### src/rtl/afe_ro_sram_ctrl_pkg.sv
// afe_ro_sram_ctrl_pkg: shared types for the AFE readout SRAM controller
// Exports ctrl_state_e (IDLE/RUN/DRAIN), arb_side_e (ARB_WRITE/ARB_READ) and the arbiter reset side RR_RESET.
package afe_ro_sram_ctrl_pkg;
    typedef enum logic [1:0] {IDLE, RUN, DRAIN} ctrl_state_e;
    typedef enum logic {ARB_WRITE, ARB_READ} arb_side_e;
    localparam arb_side_e RR_RESET = ARB_READ;
endpackage

### src/rtl/afe_ro_rr_arb2.sv
// afe_ro_rr_arb2: two-way round-robin arbiter, bit ARB_WRITE and bit ARB_READ
// Ports: clk_i, rst_ni (async active-low), request[1:0] in, grant[1:0] out (one-hot or zero).
module afe_ro_rr_arb2
    import afe_ro_sram_ctrl_pkg::*;
(
    input  logic       clk_i,
    input  logic       rst_ni,
    input  logic [1:0] request,
    output logic [1:0] grant
);
    arb_side_e rr_last;
    // on a contested cycle the side that did not win last time gets the port
    assign grant[ARB_WRITE] = request[ARB_WRITE] && (!request[ARB_READ] || rr_last == ARB_READ);
    assign grant[ARB_READ]  = request[ARB_READ] && (!request[ARB_WRITE] || rr_last == ARB_WRITE);
    always_ff @(posedge clk_i or negedge rst_ni)
        if (!rst_ni)
            rr_last <= RR_RESET;
        else if (&request)
            rr_last <= grant[ARB_WRITE] ? ARB_WRITE : ARB_READ;
endmodule

### src/rtl/afe_ro_sram_ctrl.sv
// afe_ro_sram_ctrl: circular-buffer controller between the AFE sample stream and a single-port SRAM
// Ports: clk_i/rst_ni; cfg_en_i, cfg_clr_i, cfg_thr_i config; afe_valid_i/afe_data_i sample in;
// rd_req_i/rd_gnt_o/rd_rvalid_o/rd_rdata_o pop side; sram_cen_o/wen_o/addr_o/wdata_o/rdata_i SRAM pins;
// fill_o, empty_o, full_o, ovf_o, thr_irq_o status.
module afe_ro_sram_ctrl
    import afe_ro_sram_ctrl_pkg::*;
#(
    parameter int AFE_DATA_WIDTH = 32,
    parameter int ADDR_WIDTH     = 10
) (
    input  logic                      clk_i,
    input  logic                      rst_ni,
    input  logic                      cfg_en_i,
    input  logic                      cfg_clr_i,
    input  logic [ADDR_WIDTH:0]       cfg_thr_i,
    input  logic                      afe_valid_i,
    input  logic [AFE_DATA_WIDTH-1:0] afe_data_i,
    input  logic                      rd_req_i,
    output logic                      rd_gnt_o,
    output logic                      rd_rvalid_o,
    output logic [AFE_DATA_WIDTH-1:0] rd_rdata_o,
    output logic                      sram_cen_o,
    output logic                      sram_wen_o,
    output logic [ADDR_WIDTH-1:0]     sram_addr_o,
    output logic [AFE_DATA_WIDTH-1:0] sram_wdata_o,
    input  logic [AFE_DATA_WIDTH-1:0] sram_rdata_i,
    output logic [ADDR_WIDTH:0]       fill_o,
    output logic                      empty_o,
    output logic                      full_o,
    output logic                      ovf_o,
    output logic                      thr_irq_o
);
    localparam logic [ADDR_WIDTH:0] DEPTH = {1'b1, {ADDR_WIDTH{1'b0}}};

    ctrl_state_e               state;
    logic                      pend_vld;
    logic [AFE_DATA_WIDTH-1:0] pend_data;
    logic [ADDR_WIDTH-1:0]     wptr, rptr;
    logic [ADDR_WIDTH:0]       fill;
    logic                      ovf_q, rvalid_q, irq_q;
    logic [1:0]                grant;
    logic                      wr_gnt, rd_gnt, capture, load, irq_next;

    assign fill_o      = fill;
    assign empty_o     = fill == '0;
    assign full_o      = fill == DEPTH;
    assign ovf_o       = ovf_q;
    assign thr_irq_o   = irq_q;
    assign rd_rvalid_o = rvalid_q;
    assign rd_rdata_o  = sram_rdata_i;

    // a clear cycle masks both requests, so nothing is granted and rr_last holds
    afe_ro_rr_arb2 u_arb (
        .clk_i   (clk_i),
        .rst_ni  (rst_ni),
        .request ({rd_req_i && !empty_o, pend_vld && !full_o} & {2{!cfg_clr_i}}),
        .grant   (grant)
    );

    assign wr_gnt   = grant[ARB_WRITE];
    assign rd_gnt   = grant[ARB_READ];
    assign rd_gnt_o = rd_gnt;

    assign sram_cen_o   = !(wr_gnt || rd_gnt);
    assign sram_wen_o   = !wr_gnt;
    assign sram_addr_o  = wr_gnt ? wptr : rd_gnt ? rptr : '0;
    assign sram_wdata_o = wr_gnt ? pend_data : '0;

    // the pending slot can take a new sample in the same cycle it drains into the SRAM
    assign capture  = state == RUN && afe_valid_i && !cfg_clr_i;
    assign load     = capture && (!pend_vld || wr_gnt);
    assign irq_next = wr_gnt && cfg_thr_i != '0 && fill < cfg_thr_i && fill + 1'b1 >= cfg_thr_i;

    always_ff @(posedge clk_i or negedge rst_ni) begin
        if (!rst_ni) begin
            state     <= IDLE;
            pend_vld  <= 1'b0;
            pend_data <= '0;
            wptr      <= '0;
            rptr      <= '0;
            fill      <= '0;
            ovf_q     <= 1'b0;
            rvalid_q  <= 1'b0;
            irq_q     <= 1'b0;
        end else begin
            state    <= (state == IDLE && cfg_en_i)   ? RUN   :
                        (state == RUN && !cfg_en_i)   ? DRAIN :
                        (state == DRAIN && !pend_vld) ? IDLE  : state;
            rvalid_q <= rd_gnt;
            irq_q    <= irq_next;
            if (cfg_clr_i) begin
                wptr     <= '0;
                rptr     <= '0;
                fill     <= '0;
                pend_vld <= 1'b0;
                ovf_q    <= 1'b0;
            end else begin
                if (wr_gnt) wptr <= wptr + 1'b1;
                if (rd_gnt) rptr <= rptr + 1'b1;
                if (wr_gnt) fill <= fill + 1'b1;
                else if (rd_gnt) fill <= fill - 1'b1;
                if (load) begin
                    pend_vld  <= 1'b1;
                    pend_data <= afe_data_i;
                end else if (wr_gnt) begin
                    pend_vld <= 1'b0;
                end
                if (capture && !load) ovf_q <= 1'b1;
            end
        end
    end
endmodule

### config.mk
export PLATFORM = sky130hd
export DESIGN_NAME = afe_ro_sram_ctrl
export DESIGN_NICKNAME = d
export VERILOG_FILES = /design/src/rtl/afe_ro_sram_ctrl_pkg.sv /design/src/rtl/afe_ro_rr_arb2.sv /design/src/rtl/afe_ro_sram_ctrl.sv
export SDC_FILE = /design/constraint.sdc
export NUM_CORES = 1
export LEC_CHECK = 0
export CAP_MARGIN = 20
export CORE_UTILIZATION = 40
export CTS_BUF_LIST = sky130_fd_sc_hd__clkbuf_16
export CTS_CLUSTER_SIZE = 16
export DETAILED_ROUTE_END_ITERATION = 10
export GPL_TIMING_DRIVEN = 0
export PLACE_DENSITY = 0.89
export SETUP_SLACK_MARGIN = 0.05
export SLEW_MARGIN = 40
export SYNTH_ARGS = -nofsm -noshare
export SYNTH_HDL_FRONTEND = slang
export SYNTH_HIERARCHICAL = 1
export SYNTH_SLANG_ARGS = --single-unit
### constraint.sdc
create_clock -name clk_i -period 2.9 [get_ports clk_i]
set_input_delay 0.435 -clock clk_i [delete_from_list [all_inputs] [get_ports clk_i]]
set_output_delay 0.435 -clock clk_i [all_outputs]
set_load 0.005 [all_outputs]
== Word-level counts from Yosys, hierarchy flattened ==
Index checks and enable logic that the tools add are counted.
Storage, ports and cells
  flip-flop bits (word level): 70
  input port bits: 81
  output and inout bits: 93
Operators by class
  add/sub/neg operators: 4
  magnitude comparators: 2
  eq/ne operators: 3
  muxes and demuxes: 19
  bitwise logic cells: 3
  reductions and logical operators: 39
Operators by type and width (number)
  $mux W10: 6
  $mux W11: 3
  $mux W32: 1
  $add A10 B1 Y10 const B: 2
  $logic_and A1 B1 Y1: 14
  $add A11 B1 Y11 const B: 1
  $eq A11 B11 Y1 const B: 1
  $ge A11 B11 Y1: 1
  $logic_not A11 Y1: 1
  $lt A11 B11 Y1: 1
  $reduce_bool A11 Y1: 1
  $sub A11 B1 Y11 const B: 1
  $logic_not A1 Y1: 10
  $reduce_bool A3 Y1: 3
  $mux W1: 6
  $mux W2: 3
  $reduce_bool A2 Y1: 3
  $logic_or A1 B1 Y1: 4
  $reduce_and A2 Y1: 2
  $and A2 B2 Y2: 1
  $eq A2 B1 Y1 const B: 1
  $eq A2 B2 Y1 const B: 1
  $logic_not A2 Y1: 1
  $not A1 Y1: 2

== Depth between registers and ports, before layout ==
Gate-level depths: netlist of the first run.
  depth in word-level cells: 13
  depth in mapped cells: 14
  gate-level depth less buffers: 11

== Hierarchy ==
The synthesis of the first run kept the hierarchy.
Modules (own cells, without submodules)
  afe_ro_sram_ctrl: times used 1, cells each 438, area each 4274.1 µm²
  afe_ro_rr_arb2: times used 1, cells each 6, area each 57.6 µm²

== Least setup slack after synthesis of the first run ==
OpenSTA, ideal clock, no wires.
  path type: flip-flop to flip-flop
  start: register fill[7] (netlist: fill_o[7])
  end: register fill[9] (netlist: fill_o[9])
  arrival: 2.984 ns
  data required time: 2.780 ns
  path slack: -0.204 ns
  cell stages (with the launch flop): 13
  buffers on the path: 1
  cell sequence: dfrtp_1 or4_4 nor3_1 nand3_1 nor2_1 nor3b_1 a21boi_0 buf_2 or4b_4 nor4_4 xnor2_1 nand2_1 o211a_1
Between the ends
  elaborated cells between the ends (all ways): 19
RTL lines
  start: declaration: line afe_ro_sram_ctrl.sv:39  | logic [ADDR_WIDTH:0] fill;
  start signal: assignment: line afe_ro_sram_ctrl.sv:100  | if (wr_gnt) fill <= fill + 1'b1;
  start signal: assignment: line afe_ro_sram_ctrl.sv:101  | else if (rd_gnt) fill <= fill - 1'b1;
  $eq A11 B11 Y1: line afe_ro_sram_ctrl.sv:46  | assign full_o = fill == DEPTH;
  net full_o: line afe_ro_sram_ctrl.sv:29  | output logic full_o,
  $logic_not A1 Y1: line afe_ro_sram_ctrl.sv:56  | .request ({rd_req_i && !empty_o, pend_vld && !full_o} & {2{!cfg_clr_i}}),
  $logic_and A1 B1 Y1: line afe_ro_sram_ctrl.sv:56
  $and A2 B2 Y2: line afe_ro_sram_ctrl.sv:56
  $logic_not A1 Y1: line afe_ro_rr_arb2.sv:14  | assign grant[ARB_READ] = request[ARB_READ] && (!request[ARB_WRITE] || rr_last == ARB_WRITE);
  $logic_or A1 B1 Y1: line afe_ro_rr_arb2.sv:14
  $logic_and A1 B1 Y1: line afe_ro_rr_arb2.sv:14
  net rd_gnt_o: line afe_ro_sram_ctrl.sv:19  | output logic rd_gnt_o,
  $reduce_bool A3 Y1 (no line)
The timed path passes the listed nets, and every way through them passes these cells. The select of a mux whose other input is x is not followed.
A chain may end at the register's enable or synchronous reset.

== Worst setup path after layout of the first run ==
  start: register fill[5] (netlist: fill_o[5])
  end: register fill[7] (netlist: fill_o[7])
Between the ends
  word-level cells in the longest chain between the ends: 9
  elaborated cells between the ends (all ways): 19
Ends and longest elaborated chain
  $logic_not A11 Y1: line afe_ro_sram_ctrl.sv:45  | assign empty_o = fill == '0;
  $logic_not A1 Y1: line afe_ro_sram_ctrl.sv:56
  $logic_and A1 B1 Y1: line afe_ro_sram_ctrl.sv:56
  $and A2 B2 Y2 *: line afe_ro_sram_ctrl.sv:56
  $logic_not A1 Y1: line afe_ro_rr_arb2.sv:13  | assign grant[ARB_WRITE] = request[ARB_WRITE] && (!request[ARB_READ] || rr_last == ARB_READ);
  $logic_or A1 B1 Y1: line afe_ro_rr_arb2.sv:13
  $logic_and A1 B1 Y1 *: line afe_ro_rr_arb2.sv:13
  net grant[0]: line afe_ro_sram_ctrl.sv:41  | logic [1:0] grant;
  $mux W11: line afe_ro_sram_ctrl.sv:100
  $mux W11: line afe_ro_sram_ctrl.sv:91  | if (cfg_clr_i) begin
The timed path passes the listed nets; every way through them passes the cells marked *. The select of a mux whose other input is x is not followed.

==> results of run 1 <==
-- per-stage QoR --
stage          setup WS (ps)  power (mW)  instances  instance area, µm²  setup TNS, ps
2_1_floorplan          -66.8        2.58        444                4360           -128
3_3_place_gp           -1220        3.18        720                5930        -117830
3_5_place_dp           -1060        3.30        721                5960         -58580
4_1_cts                 -491        4.90        774                6900         -30220
5_1_grt                 -531        5.91        805                7580         -37980
6_report                -490        5.65        805                7580         -31650
-- final cells by class --
cell class | count | area, µm²
tap | 136 | 170
clock inverter | 7 | 75.1
fill | 685 | 2840
clock buffer | 9 | 225
multi-input combinational | 301 | 2700
inverter | 20 | 87.6
buffer | 52 | 524
sequential | 70 | 1760
timing repair buffer | 210 | 2040
-- state kept, by name (all words and copies together) (netlist names) --
signal,cells
wptr,10
u_arb/rr_last,1
pend_vld,1
ovf_o,1
pend_data,32
state,2
fill_o,11
rd_rvalid_o,1
rptr,10
thr_irq_o,1
-- cell families (layout without fill, tap and decap cells) --
| family | count (synthesis) | in the layout | synth area share, % |
|---|---|---|---|
| AO/OA/AOI/OAI | 48 | 48 | 6.82 |
| XOR/XNOR | 34 | 34 | 6.87 |
| adder cells (fa/ha/maj) | 27 | 27 | 7.80 |
| buffers and inverters | 73 | 298 | 9.36 |
| flip-flops | 70 | 70 | 40.5 |
| multiplexers | 36 | 36 | 9.27 |
| AND/OR/NAND/NOR | 156 | 156 | 19.4 |
-- synthesized netlist by cell type, types with 3 or more instances --
cell type	number	share of area, %
dfrtp_1	69	40
nand2_1	37	3.2
nor2_1	33	2.9
and2_1	32	4.6
buf_4	32	5.5
mux2_2	31	8.1
ha_1	27	7.8
inv_1	19	1.6
xor2_1	19	3.8
o21ai_0	18	2.1
xnor2_1	15	3.0
a21oi_1	12	1.4
clkbuf_1	12	1.0
nand3_1	10	1.2
buf_2	9	1.0
and3_1	7	1.0
nand4_1	6	0.87
nor3_1	6	0.69
a21o_1	4	0.69
nor2b_1	4	0.58
nor4_1	4	0.58
or3_1	4	0.58
a221oi_1	3	0.61
mux2i_1	3	0.69
-- worst paths after layout --
check	cells past startpoint	slack, ps	to	startpoint
min	1	490	ovf_o	ovf_o
max	15	-490	fill_o[7]	fill_o[5]
max in group asynchronous	3	1840	u_arb/rr_last	rst_ni
min reg2reg	1	490	ovf_o	ovf_o
max reg2reg	15	-490	fill_o[7]	fill_o[5]
min in group asynchronous	2	500	thr_irq_o	rst_ni
-- power by group through the flow --
stage | clock network, mW | logic [mW] | registers [mW]
after floorplan | 0 | 1.10 | 1.49
after global placement | 0 | 1.65 | 1.53
after detailed placement | 0 | 1.73 | 1.56
after CTS | 1.12 | 2.22 | 1.56
after global routing | 1.17 | 3.12 | 1.63
final | 1.11 | 2.95 | 1.59
-- routing by layer --
| metal | vias to the layer above | global-route usage, % | routed length [µm] |
|---|---|---|---|
| met2 | 233 | 41.0 | 7890 |
| li1 | 1913 | - | - |
| met4 | 0 | 5.06 | 297 |
| met3 | 37 | 4.23 | 920 |
| met1 | 2103 | 26.8 | 5580 |
| met5 | - | 0 | 0 |
-- repair_timing --
action,in CTS,in global routing
gates resized for setup,285,142
cloned,6,2
endpoints found under the hold margin,14,0
hold buffers,1,0
buffers inserted,30,32
endpoints found under the setup margin,99,102
pin swaps,20,27
==> impl_metrics.tcl, run 1 <==
set metrics [dict create \
    cts_made_buffers 9 \
    critPathSlowestCell "or4_4" \
    synthFlopType "dfrtp_1" \
    n_antenna_cell 0 \
    num_vias 4286 \
    ios 174 \
    grt_max_degree 57 \
    clk_latency_ps 330 \
    worst_hold_slack_ps 494 \
    first_global_vias 4058 \
    yosysUniqueCellTypes 45 \
    cell_internal_pwr_mw 3.70 \
    outcome "finished with violations" \
    grt_setup_unrepaired "true" \
    gp_congestion 0.876 \
    fin_nets 772 \
    critPathArrivalTime_ps 3580 \
    critPathLaunchType "register" \
    worstPathMaxFanout 6 \
    antenna_left 0 \
    period_minus_slack_ps 3390 \
    first_iter_violations 197 \
    cts_tree "built" \
    final_util_pct 72.8 \
    swShare_pct 34.5 \
    synth-warning-count 6 \
    combPwrFrac_pct 52.2 \
    core_area_um2 10400 \
    worstPathCellList "or4_4 > nor3_4 > nand3_4 > nor2_4 > nor3b_4 > a21boi_2 > buf_6 > buf_4 > buf_6 > buf_6 > or4_4 > nor3_2 > a21oi_1 > xor2_1 > nor2_1" \
    drcViolationCount 0 \
    layout_commonest_cell "clkdlybuf4s50_1" \
    synth-edff-count 0 \
    p_switching_mw 1.95 \
    grt.overflow.total 0 \
    power_frac_clock_pct 19.6 \
    fin_ws_ps -490 \
    initial_utilization_pct 41.6 \
    violations "negative setup slack" \
    grt_pass1_wl_um 19700 \
    syn_inst 444 \
    holdCritPathClass "reg -> reg" \
    worst-path-buf-inv 4 \
    final_cell_mix "clkdlybuf4s50_1, buf_4, dfrtp_1" \
    syn_nets 552 \
    skew_ps 7.89 \
    slew_viol_final 0 \
    critPathRequiredTime_ps 3090 \
    drt_pass1_iterations 5 \
    vias_per_cell 5.32 \
    drive_gt1_share_pct 46.5 \
    slew_headroom_pct 52.5 \
    finalSetupViolCount 94 \
    die-area_um2 11200 \
    tightest_slew_ps 707 \
    critPathMaxStageDelay_ps 560 \
    num_rows 37 \
    drv_cap 0 \
    ys_ff_latch 70 \
    avgSynthCellArea_um2 9.76 \
    hpwl_um 8390 \
    gr-usage-all-layers_pct 22.3 \
    cpMostUsedCell "buf_6" \
    clock_path_buffers 2 \
    critPathKind "reg -> reg" \
    cts_root_buffer "clkbuf_16" \
    die_h_um 106 \
    cts_sinks 70 \
    finalHoldViolations 0 \
    antenna_found_initial 0 \
    die_width_um 106 \
    leakage_nw 3.60 \
    fmaxAchievable_mhz 295 \
    critPathTopFamily "simple AND/OR/NAND/NOR gates" \
    synth_area_um2 4330 \
    worst_setup_path_end_kind "register" \
    p_per_area_nw_per_um2 745 \
    fin_crit_sh_pct 117 \
    syn_to_final_growth_pct 75.0 \
    routed_wl_um 14700 \
    seq_power_share_pct 28.2 \
    htree_levels 3 \
    peakVddDrop_uv 384 \
    clk_pin_slew_worst_paths_ps 60 \
    yosysSeqAreaShare_pct 40.5 \
    io_buffers 140 \
    wl_per_cell_um 18.2 \
    synthArstFlopShare_pct 100 \
]
Note: power is estimated with default switching activity, not from simulation.
==> run 2: changes to the inputs <==
--- a/config.mk
+++ b/config.mk
@@ -6,13 +6,13 @@
 export NUM_CORES = 1
 export LEC_CHECK = 0
 export CAP_MARGIN = 20
+export CORE_MARGIN = 10
 export CORE_UTILIZATION = 40
 export CTS_BUF_LIST = sky130_fd_sc_hd__clkbuf_16
 export CTS_CLUSTER_SIZE = 16
 export DETAILED_ROUTE_END_ITERATION = 10
 export GPL_TIMING_DRIVEN = 0
 export PLACE_DENSITY = 0.89
-export SETUP_SLACK_MARGIN = 0.05
 export SLEW_MARGIN = 40
 export SYNTH_ARGS = -nofsm -noshare
 export SYNTH_HDL_FRONTEND = slang
==> impl_metrics.tcl, run 2 (synthesis gave the netlist of run 1 again) <==
set metrics [dict create \
    slew_headroom_pct 62.9 \
    crit-reg2reg-launch "fill_o[5]" \
    grt_setup_unrepaired "true" \
    p_total_mw 5.93 \
    multi_input_area_um2 2650 \
    syn_to_final_growth_pct 72.6 \
    drt_pass1_iterations 4 \
    fmaxAchievable_mhz 294 \
    fin_crit_sh_pct 117 \
    period_minus_slack_ps 3400 \
    vias_per_cell 5.26 \
    initial_utilization_pct 41.6 \
    peakVddDrop_uv 480 \
    clock_path_buffers 2 \
    die_h_um 124 \
    holdCritPathClass "reg -> reg" \
    cts_sinks 70 \
    fin_nets 754 \
    first_global_vias 4417 \
    worst_setup_path_end_kind "register" \
    num_rows 37 \
    drv_cap 0 \
    skew_ps 12.2 \
    critPathMaxStageDelay_ps 570 \
    hold_start "ovf_o" \
    outcome "finished with violations" \
    finalSetupViolCount 94 \
    finalHoldViolations 0 \
    cp-startpoint "fill_o[5]" \
    largest_reg_flops 32 \
    final_cell_mix "clkdlybuf4s50_1, dfrtp_1, buf_4" \
    cts_root_buffer "clkbuf_16" \
    antenna_found_initial 0 \
    cts_made_buffers 9 \
    drive_gt1_share_pct 43.3 \
    ios 174 \
    core_area_um2 10400 \
    fillers 686 \
    num_vias 4137 \
    die_width_um 124 \
    p_per_area_nw_per_um2 794 \
    pre_cts_ws_ps -1060 \
    first_iter_violations 249 \
    design_area_um2 7470 \
    leakage_nw 3.54 \
    critPathLaunchType "register" \
    gp_congestion 0.851 \
    critPathRequiredTime_ps 3090 \
    register_area_um2 1760 \
    min_delay_path_depth 1 \
    grt_pass1_wl_um 22500 \
    tightest_slew_ps 557 \
    hpwl_um 10000 \
    wl_per_cell_um 20.6 \
    placed_area_um2 5950 \
    clk_latency_ps 340 \
    slew_viol_final 0 \
    critPathKind "reg -> reg" \
    critPathArrivalTime_ps 3600 \
    worstPathCellList "or4_4 > nor3_4 > nand3_2 > nor2_4 > nor3b_2 > buf_4 > a21boi_4 > buf_6 > buf_6 > or4b_4 > nor3_2 > a21oi_1 > xor2_1 > nor2_1" \
    cpMostUsedCell "buf_6" \
    gr-usage-all-layers_pct 18.5 \
    clk_pin_slew_worst_paths_ps 60 \
    violations "negative setup slack" \
    worstRegToRegCells 14 \
    worstPathMaxFanout 5 \
    critPathSlowestCell "or4_4" \
    die-area_um2 15400 \
    grt_max_degree 52 \
    routed_wl_um 16200 \
    io_buffers 140 \
    fin_ws_ps -503 \
    cts_tree "built" \
    layout_commonest_cell "clkdlybuf4s50_1" \
    drcViolationCount 0 \
    antenna_left 0 \
    htree_levels 3 \
    top_register "pend_data" \
    final_util_pct 71.8 \
    grt.overflow.total 0 \
    n_antenna_cell 0 \
]
[run 2: cell types whose count changed in the layout (fill, tap and decap cells not counted), moves of 3 or more]
cell | previous run | this run
nand2_2 | 13 | 8
clkbuf_2 | 7 | 0
buf_4 | 72 | 57
o21ai_4 | 4 | 1
nand2_1 | 19 | 25
buf_8 | 10 | 14
[run 2: final timing paths]
| check | endpoint | slack, ps |
|---|---|---|
| worst min register to register | ovf_o | 500 |
| worst max-delay path | fill_o[7] | -500 |
| worst max register to register | fill_o[7] | -500 |
| min in group asynchronous | rptr[5] | 520 |
| max in group asynchronous | u_arb/rr_last | 1830 |
| worst min-delay path | ovf_o | 500 |
[run 2: repair_timing]
item,CTS,global route
gates resized for setup,319,121
gates cloned,9,1
pin swaps,16,21
hold buffers,1,0
endpoints found under the hold margin,19,0
endpoints found under the setup margin,97,100
buffers inserted,45,17
[run 2: cell type report]
type                    count  share of cell area, %
flip-flops and latches     70                   23.5
clock inverters             7                   1.51
well taps                 136                   2.28
multi-input cells         301                   35.4
clock buffers               9                   3.01
plain buffers              51                   6.65
inverters                  20                   1.10
repair buffers            193                   26.5
[run 2: through the flow]
stage	setup TNS, ps	hold slack (ps)	instances
floorplan	-129	139	444
global placement	-120240	465	720
detailed placement	-61020	292	721
CTS	-16280	492	781
global route	-34440	517	787
finish	-27510	498	787
[run 2: per-layer routing]
layer  global-route usage [%]  wire length, µm
met1                     18.3             5620
met3                     7.15             1560
met4                     8.13              509
met5                        0                0
met2                     33.8             8490
[run 2: worst max-delay path, delay by kind of cell, from the launching register on]
| family | cells | cell delay (ps) |
|---|---|---|
| flops | 1 | 410 |
| simple gates | 8 | 1920 |
| xor+xnor | 1 | 240 |
| compound gates | 2 | 260 |
| buf+inv | 3 | 430 |
[run 2: power by group]
group	internal, mW	switching (mW)	leakage [nW]
clock	0.834	0.440	0.157
combinational	1.78	1.29	2.49
sequential	1.30	0.288	0.895
total	3.91	2.02	3.54
==> edit 1 (flow settings as in run 1) <==
The parameter `AFE_DATA_WIDTH` goes from 32 to 64.
--- a/src/rtl/afe_ro_sram_ctrl.sv
+++ b/src/rtl/afe_ro_sram_ctrl.sv
@@ -5,7 +5,7 @@
 module afe_ro_sram_ctrl
     import afe_ro_sram_ctrl_pkg::*;
 #(
-    parameter int AFE_DATA_WIDTH = 32,
+    parameter int AFE_DATA_WIDTH = 64,
     parameter int ADDR_WIDTH     = 10
 ) (
     input  logic                      clk_i,
Interface: changed (resized afe_data_i, rd_rdata_o, sram_rdata_i and sram_wdata_o); port bits go from 174 to 302. No check against the original RTL was run, so the function may have changed too.
==> edit 1 against run 1 <==
The run still ends with negative setup slack left. Cell count rose by 34%. Non-clock buffer count rose by 141. Worst setup slack gained 0.028 ns. Routed wire length increased by 36%. First-iteration DRC count shrank 10%. Utilization down 0.14 points. Power up 36%. Synthesized area grew 38%. Critical path depth stayed put. Highest routed layer unchanged. Critical path type unchanged. Sequential share of layout area up 1.0 points. Final area is 39% higher. Sequential cell count is 32 higher. Critical endpoint is now fill_o[9].
==> edit 1: results (changes against run 1) <==
- Grt met3 use: 0.05449 (+0.01218)
- Failing checks: negative setup slack
- Mux contribution to synthesized area: 0.1295 (+0.03676)
- Slowest stage delay, CP: 0.52 ns (-0.04 ns)
- Total GRT Usage: 0.2267 (+0.003607)
- Final WS setup: -0.4618 ns (+0.02766 ns)
- Setup TNS: -52.67 ns (-21.02 ns)
- Reg-to-reg endpoint: fill_o[9]
- Post-CTS sizing: 435 (+53%)
- Status: finished, violations left
- Buffers on Ports: 236 (+69%)
- M2 GR Usage: 0.3881 (-0.02178)
- Syn nets: 742 (+34%)
- Placer congestion estimate: 0.8399 (-4.2%)
- Post-synth top cells: dfrtp_1 (101), buf_4 (70), mux2_2 (65)
- Final setup vio count: 158 (+68%)
- Worst-margin pin slew: 0.6484 ns (-0.05857 ns)
- First-pass GRT wire length: 26190 microns (+33%)
- Layout Utilization: 0.7262 (-0.001448)
- Clk_skew: 0.005833 ns (-0.002058 ns)
- Seq/Total Area, Yosys: 0.4283 (+0.02365)
- Hold WC Path Type: in -> async
- Met2 Wirelength: 10540 microns (+34%)
- Peak supply drop: 0.7162 mV (+87%)
- DP Area: 8648 sq um (+45%)
==> edit 1: cell count changes after synthesis, moves of 4 or more <==
cell	before	now
a21oi_1	12	8
dfrtp_1	69	101
buf_4	32	70
and2_1	32	64
buf_2	9	4
clkbuf_1	12	16
mux2_2	31	65
nand2_1	37	33
==> edit 1: power by group through the flow <==
stage	clock, mW	sequential, mW	combinational (mW)
finish	1.13	2.45	4.11
global route	1.21	2.51	4.37
CTS	1.16	2.38	3.31
detailed placement	0	2.37	2.60
global placement	0	2.34	2.50
floorplan	0	2.26	1.64
==> edit 1: cell type report <==
type,instances,area share
Timing Repair Buffer,320,0.3165
Multi-Input combinational cell,358,0.3158
Sequential cell,102,0.2421
Buffer,83,0.07077
Tap cell,184,0.02181
Clock buffer,9,0.02134
Inverter,18,0.007587
Clock inverter,7,0.003912
Antenna cell,1,0.0002371
==> edit 2 (config.mk and constraints of run 1) <==
Without the edit above. Re-encode `ctrl_state_e` (3 states) as one-hot, 3 bits wide.
--- a/src/rtl/afe_ro_sram_ctrl_pkg.sv
+++ b/src/rtl/afe_ro_sram_ctrl_pkg.sv
@@ -1,7 +1,7 @@
 // afe_ro_sram_ctrl_pkg: shared types for the AFE readout SRAM controller
 // Exports ctrl_state_e (IDLE/RUN/DRAIN), arb_side_e (ARB_WRITE/ARB_READ) and the arbiter reset side RR_RESET.
 package afe_ro_sram_ctrl_pkg;
-    typedef enum logic [1:0] {IDLE, RUN, DRAIN} ctrl_state_e;
+    typedef enum logic [2:0] {IDLE = 3'b001, RUN = 3'b010, DRAIN = 3'b100} ctrl_state_e;
     typedef enum logic {ARB_WRITE, ARB_READ} arb_side_e;
     localparam arb_side_e RR_RESET = ARB_READ;
 endpackage
Formal check against the unedited RTL: same outputs for any inputs over 4 cycles, from zero or initial values and one cycle with rst_ni low; so few cycles prove little.
==> edit 2 against run 1 <==
The flow still finishes with violations (negative setup slack). Synthesized cell count rose by 1.4%. Routed wire length rose by 4.1%. Utilization fell by 2.0 points. Sequential share of layout area rose by 0.90 points. Power fell by 36%. Synthesized area rose by 0.72%. Worst setup slack got worse by 0.37 ns. Sequential cell count rose by 1. Final area fell by 2.4%. Fmax fell by 9.8%. Combinational power fell by 50%. Critical endpoint is now sram_addr_o[0]. Highest routed layer unchanged.
==> edit 2: results (changes against run 1) <==
- Status: finished, violations left
- Failing checks: negative setup slack
- Reg-to-reg endpoint: fill_o[9]
- Fill count: 677 (-1.2%)
- Vias in the first global route: 4457 (+9.8%)
- Final WS setup: -0.8584 ns (-0.3689 ns)
- Top cells by area, synth: dfrtp_1 (40%), mux2_2 (8.3%), ha_1 (7.7%)
- First-pass GRT wire length: 21890 microns (+11%)
- Compound-gate portion of the synthesized area: 0.07055 (+0.002379)
- Largest net degree at the start of global routing: 62 (+8.8%)
- Final HPWL DP: 8601 microns (+2.6%)
- Flop+latch power: 1.13 mW (-29%)
- Metal3 WL: 1069 microns (+16%)
- Leak: 3.635 nW (+0.95%)
- Setup Buffers After CTS: 38 (+27%)
- Syn nets: 558 (+1.1%)
- 1st-iter DRT viols: 263 (+34%)
- CP Capture Point: sram_addr_o[0]
- Max transition margin: 0.5459 (+0.02085)
- Peak supply drop: 0.4513 mV (+18%)
- Placer congestion estimate: 0.9217 (+5.2%)
- Post-CTS sizing: 241 (-15%)
- Via-to-Cell Ratio: 5.400 (+1.4%)
- Switching part of the total power: 0.3279 (-0.01694)
- Hold WC Path Type: in -> async
- XOR/XNOR share of the synthesized area: 0.07227 (+0.003522)
- Setup slack, reg-to-reg: -0.72 ns (-0.23 ns)
- DP Area: 6157 sq um (+3.3%)
- Final setup vio count: 111 (+18%)
- Share of cells above drive strength 1: 0.4413 (-0.02357)
- Met2 Wirelength: 8044 microns (+2.0%)
- Adder-cell share of the synthesized area: 0.07743 (-0.0005591)
- FF-to-FF path depth: 14 (-1)
- Seq/Total Area, Yosys: 0.4078 (+0.003121)
[edit 2: layout make-up]
class                      instances  share of cell area
multi-input combinational        309              0.3576
timing repair buffer             210              0.2680
sequential                        71              0.2410
buffer                            50             0.06392
clock buffer                       9             0.03044
tap                              136             0.02300
inverter                          17            0.009638
clock inverter                     7            0.006425
[edit 2: worst min path at each step]
stage,startpoint,endpoint,cells past startpoint
final,rst_ni,rptr[6],2
after global routing,rst_ni,rptr[6],2
after CTS,rst_ni,rptr[4],2
after detailed placement,rst_ni,rptr[6],1
after global placement,pend_data[15],pend_data[15],1
after floorplan,rst_ni,fill_o[0],0
[edit 2: metal layers]
metal,track usage,vias up
met5,0,-
met1,0.2743,2116
li1,-,1932
met3,0.05825,54
met2,0.4467,267
met4,0.09589,0
[edit 2: stage by stage]
| stage | setup TNS, ns | hold slack, ns | utilization | setup slack (ns) | instances |
|---|---|---|---|---|---|
| global route | -77.87 | 0.4799 | 0.7072 | -0.9316 | 809 |
| CTS | -81.72 | 0.4704 | 0.6754 | -0.9626 | 785 |
| detailed placement | -81.45 | 0.2578 | 0.5885 | -1.182 | 727 |
| global placement | -142.50 | 0.4816 | 0.5857 | -1.132 | 726 |
| finish | -69.53 | 0.4710 | 0.7072 | -0.8584 | 809 |
| floorplan | -28.82 | 0.1394 | - | -0.3681 | 450 |
[edit 2: critical path, stage by stage (launching register included)]
cell and delay (ns):
dfrtp_2 0.46, nor2_2 0.22, or4b_4 0.50, or4b_4 0.55, nor2_4 0.15, nor3b_4 0.08, a21boi_4 0.21, buf_8 0.13
buf_4 0.15, buf_6 0.13, nor2b_4 0.04, a22o_1 0.22, buf_2 0.14
